File: config.mk
export PLATFORM = sky130hd
export DESIGN_NAME = alu_sub_sequencer
export DESIGN_NICKNAME = d
export VERILOG_FILES = /design/src/rtl/alu_sub_sequencer.sv
export SDC_FILE = /design/constraint.sdc
export NUM_CORES = 1
export LEC_CHECK = 0
export ABC_AREA = 1
export CAP_MARGIN = 0
export CELL_PAD_IN_SITES_DETAIL_PLACEMENT = 2
export CELL_PAD_IN_SITES_GLOBAL_PLACEMENT = 2
export CORE_MARGIN = 5
export CORE_UTILIZATION = 21
export CTS_CLUSTER_SIZE = 12
export DETAILED_ROUTE_END_ITERATION = 6
export GPL_ROUTABILITY_DRIVEN = 0
export PLACE_DENSITY_LB_ADDON = 0.1
export SETUP_SLACK_MARGIN = 0.02
export SLEW_MARGIN = 20
export SYNTH_ARGS = -nofsm -noshare
export SYNTH_HDL_FRONTEND = slang
export SYNTH_SLANG_ARGS = --single-unit
File: constraint.sdc
create_clock -name clk -period 1.5 [get_ports clk]
set_input_delay 0.3 -clock clk [delete_from_list [all_inputs] [get_ports clk]]
set_output_delay 0.3 -clock clk [all_outputs]
set_load 0.01 [all_outputs]
File: src/rtl/alu_sub_sequencer.sv
// Round-robin sequencer sharing one iterative subtract-with-feedback datapath between two requesters.
// Optional feature: define ALU_SUB_SAT_EN to saturate the accumulator at 0 on underflow instead of wrapping.
module alu_sub_sequencer #(
    parameter int unsigned WIDTH = 4,
    parameter int unsigned CNT_W = 4
) (
    input  logic                 clk,
    input  logic                 rst,
    input  logic [1:0]           req_valid,
    output logic [1:0]           req_ready,
    input  logic [WIDTH-1:0]     req0_a,
    input  logic [WIDTH-1:0]     req1_a,
    input  logic [WIDTH-1:0]     req0_b,
    input  logic [WIDTH-1:0]     req1_b,
    input  logic [CNT_W-1:0]     req0_cnt,
    input  logic [CNT_W-1:0]     req1_cnt,
    output logic                 rsp_valid,
    input  logic                 rsp_ready,
    output logic                 rsp_id,
    output logic [2*WIDTH-1:0]   rsp_result,
    output logic                 rsp_borrow,
    output logic                 busy
);

    localparam logic [1:0] ST_IDLE = 2'd0;
    localparam logic [1:0] ST_RUN  = 2'd1;
    localparam logic [1:0] ST_DONE = 2'd2;

    logic [1:0]       state_q, state_d;
    logic [WIDTH-1:0] acc_q, acc_d;
    logic [WIDTH-1:0] b_q, b_d;
    logic [CNT_W-1:0] cnt_q, cnt_d;
    logic             id_q, id_d;
    logic             borrow_q, borrow_d;
    logic             last_q, last_d;

    logic [1:0]       grant_c;
    logic             sel_c;
    logic             under_c;
    logic [WIDTH-1:0] diff_c;
    logic [CNT_W-1:0] new_cnt_c;

    // Round-robin grant: a lone requester wins; on contention the one not served last wins.
    always_comb begin
        grant_c = 2'b00;
        case (req_valid)
            2'b01:   grant_c = 2'b01;
            2'b10:   grant_c = 2'b10;
            2'b11:   grant_c = last_q ? 2'b01 : 2'b10;
            default: grant_c = 2'b00;
        endcase
    end

    assign req_ready = (state_q == ST_IDLE) ? grant_c : 2'b00;

    always_comb begin
        state_d   = state_q;
        acc_d     = acc_q;
        b_d       = b_q;
        cnt_d     = cnt_q;
        id_d      = id_q;
        borrow_d  = borrow_q;
        last_d    = last_q;
        sel_c     = req_ready[1];
        under_c   = (acc_q < b_q);
        diff_c    = acc_q - b_q;
        new_cnt_c = sel_c ? req1_cnt : req0_cnt;

        case (state_q)
            ST_IDLE: begin
                if ((req_valid & req_ready) != 2'b00) begin
                    acc_d    = sel_c ? req1_a : req0_a;
                    b_d      = sel_c ? req1_b : req0_b;
                    cnt_d    = new_cnt_c;
                    id_d     = sel_c;
                    borrow_d = 1'b0;
                    last_d   = sel_c;
                    state_d  = (new_cnt_c != CNT_W'(0)) ? ST_RUN : ST_DONE;
                end
            end
            ST_RUN: begin
`ifdef ALU_SUB_SAT_EN
                acc_d = under_c ? WIDTH'(0) : diff_c;
`else
                acc_d = diff_c;
`endif
                borrow_d = borrow_q | under_c;
                cnt_d    = cnt_q - CNT_W'(1);
                if (cnt_q == CNT_W'(1)) begin
                    state_d = ST_DONE;
                end
            end
            ST_DONE: begin
                // Next grant is only evaluated once back in IDLE.
                if (rsp_ready) begin
                    state_d = ST_IDLE;
                end
            end
            default: state_d = ST_IDLE;
        endcase
    end

    always_ff @(posedge clk or posedge rst) begin
        if (rst) begin
            state_q  <= ST_IDLE;
            acc_q    <= '0;
            b_q      <= '0;
            cnt_q    <= '0;
            id_q     <= 1'b0;
            borrow_q <= 1'b0;
            last_q   <= 1'b1;
        end else begin
            state_q  <= state_d;
            acc_q    <= acc_d;
            b_q      <= b_d;
            cnt_q    <= cnt_d;
            id_q     <= id_d;
            borrow_q <= borrow_d;
            last_q   <= last_d;
        end
    end

    assign rsp_valid  = (state_q == ST_DONE);
    assign rsp_id     = id_q;
    assign rsp_result = {{WIDTH{1'b0}}, acc_q};
    assign rsp_borrow = borrow_q;
    assign busy       = (state_q != ST_IDLE);

endmodule
==> metrics.md <==
| Metric | Value |
|---|---|
| Final-report max-slew violation count | `0` |
| Violations in the final reports | `negative setup slack` |
| Clock transition at path regs | `80 ps` |
| Area overhead of the layout relative to synthesis | `80.79%` |
| CP Launch Type | `flop` |
| Wire length of the first global-routing pass | `7.210 mm` |
| Number of clock buffers inserted by TritonCTS | `3` |
| R2R depth | `7` |
| Max cap viols | `0` |
| All-Layer GR Usage | `12.69%` |
| Unrepaired setup endpoints after global routing | `true` |
| Ratio of final minimum period to clock period | `106.3%` |
| Floorplan die width | `between 80 and 90 um` |
| Global route total overflow | `0` |
| Die outline area | `0.007002 mm^2` |
| Worst setup path startpoint | `acc_q[0]` |
| Worst path arrival time | `1740 ps` |
| Post-detailed-route via-to-cell ratio | `4.368` |
| Buffers added on ports | `38` |
| Worst flop-to-flop path startpoint | `acc_q[0]` |
| Peak fanout along the critical path | `2` |
| Leading cell types in the layout, fill and taps excluded | `29 x buf_4, 26 x clkdlybuf4s50_1, 23 x nand2_1` |
| Net count, final | `263` |
| Source-to-sink clock delay at the later pin of the worst-skew pair | `approximately 260 ps` |
| Reg2Reg Capture Point | `acc_q[2]` |
| Number of nets still failing antenna checks after routing | `0` |
| Status | `finished with violations` |
| Number of design-rule violations left by the first detailed-router iteration | `26` |
| Post-placement setup slack | `-433.5 ps` |
| Vias in the first global route | `1,500` |
| Leakage power figure | `0.9757 nW` |
| Yosys synthesis warning count | `0` |
| Final setup violation count | `2` |
| Initial Utilization | `21.90%` |
| # H-tree levels | `1` |
| R2R setup slack | `-90 ps` |
| Total count of hold-check failures in the final report | `0` |
| Number of clock sinks seen by CTS | `17` |
| Average cell area after synthesis | `7.499 um^2` |
| Maximum clock insertion buffer count | `2` |
| Power after layout | `4.209 mW` |
| Fraction of final layout cells sized beyond drive strength 1 | `slightly below 40%` |
| Count of mapped cells out of synthesis | `152` |
| CTS tree | `yes` |
| Via Count | `1,293` |
| Most common cell after layout, fill and taps aside | `buf_4` |
| Core area | `~0.0052 mm^2` |
| Footprint of the multi-input gates | `765.7 um^2` |
| Setup ws final | `-94.01 ps` |
| Type of destination of the critical path | `flop` |
| Remaining design rule violation count | `0` |
| Std cell rows | `26` |
| Synth cell types | `29` |
| Pin count of the biggest net entering global routing | `18` |
| Fillers | `approximately 580` |
| Startpoint-to-endpoint class of the critical path | `flop to flop` |
| Sequential cell area fraction in the yosys report | `37.43%` |
| Final core occ | `39.59%` |
| Post-Synthesis Cell Area | `0.001140 mm^2` |
| Crit path time final | `1594 ps` |
| Tightest Hold Check Type | `primary input to async pin` |
| WL per Instance | `15.09 um` |
| Count of TritonRoute iterations in the first routing pass | `2` |
| Post-route clock skew | `roughly 3.3 ps` |
| Antenna violations before repair | `0` |
| Flops & latches, synth | `17` |
| Hold_ws | `between 300 and 400 ps` |
| Clock tree root buffer cell | `clkbuf_8` |
| HPWL reported at the end of detailed placement | `3.518 mm` |
| Capturing instance or port of the critical path | `acc_q[2]` |
| Die height | `83.68 um` |
| Cell area power density | `2042 mW/mm^2` |
| Area taken by flip-flops and latches | `approximately 430 um^2` |
| Maximum frequency from static timing analysis | `~630 MHz` |
| Antenna cell count | `0` |
| I/O pin cnt | `43` |
| CP required | `approximately 1700 ps` |
| Sum of negative setup slack | `-138.0 ps` |
| Sum of routed wire length over all layers | `4.467 mm` |
| Max VDD drop | `0.5640 mV` |
worst min path at each step:
stage	start	slack, ps	to
5_1_grt	rst	390	acc_q[1]
6_report	rst	370	acc_q[1]
2_1_floorplan	rst	230	acc_q[0]
3_5_place_dp	b_q[0]	510	b_q[0]
4_1_cts	rst	370	acc_q[1]
3_3_place_gp	rsp_id	480	rsp_id
power by group:
group	switching [mW]	leakage (nW)	internal [mW]
sequential	0.140	0.203	0.709
combinational	1.51	0.747	1.48
clock	0.184	0.0255	0.185
total	1.84	0.976	2.37
layer usage:
metal | GRT usage (%) | wire length, um | vias up | part of all wire [%]
li1 | - | - | 638 | -
met1 | 14.87 | 1886 | 627 | 42
met2 | 23.79 | 2426 | 24 | 54
met3 | 2.073 | 122 | 4 | 2.7
met4 | 3.070 | 31 | 0 | 0.69
met5 | 0 | 0 | - | 0
through the flow:
| stage | instances | area [um^2] |
|---|---|---|
| floorplan | 155 | 1159 |
| global placement | 281 | 1770 |
| detailed placement | 281 | 1770 |
| CTS | 289 | 1847 |
| global route | 296 | 2061 |
| finish | 296 | 2061 |
layout make-up:
cell class	count	area share, %
multi-input combinational	113	37.16
timing repair buffer	73	32.06
sequential	17	20.70
tap	70	4.250
inverter	19	3.582
clock buffer	3	2.004
clock inverter	1	0.2429
registers in the layout (all words and copies together) (netlist names):
name,count
rsp_borrow,1
state_q,2
acc_q,4
last_q,1
b_q,4
rsp_id,1
cnt_q,4
Yosys cell counts:
cell type  count  area, um^2
nand2_1       40       150.1
inv_1         18       67.56
nor2_1        18       67.56
dfrtp_1       16       400.4
o21ai_0       10       50.05
nand3_1        7       35.03
ha_1           6       75.07
buf_4          5       37.54
a21oi_1        4       20.02
nand4_1        4       25.02
o211ai_1       3       22.52
o22ai_1        3       18.77
o221ai_1       2       17.52
a21boi_0       1       7.510
a21oi_2        1       8.760
a31oi_1        1       6.260
buf_6          1       11.26
conb_1         1       3.750
dfstp_2        1       26.28
fa_1           1       20.02
inv_2          1       3.750
nand2_2        1       6.260
nand3_2        1       10.01
nor2_2         1       6.260
nor2_4         1       11.26
o31ai_1        1       7.510
or2_2          1       6.260
xnor2_1        1       8.760
xor2_1         1       8.760
critical path, stage by stage (launching register included):
cell     delay [ps]
dfrtp_1         390
inv_2            80
ha_4            130
inv_2            40
fa_2            390
or2_4           250
a31oi_4         120
a21oi_1          70
logic make-up (layout without fill, tap and decap cells):
group | Yosys count | count (layout) | share of synthesized area (%)
compound gates | 26 | 26 | 13.94
fa+ha+maj | 7 | 7 | 8.342
xor+xnor | 2 | 2 | 1.537
flops | 17 | 17 | 37.43
other cells | 1 | 4 | 0.3290
simple gates | 74 | 74 | 27.88
buf+inv | 25 | 96 | 10.54
what timing repair did:
action | in CTS | in global routing
hold buffers | 0 | 0
endpoints found under the setup margin | 17 | 14
setup buffers | 4 | 7
resized for setup | 28 | 49
pin swaps | 0 | 20
Note: power is estimated with default switching activity, not from simulation.
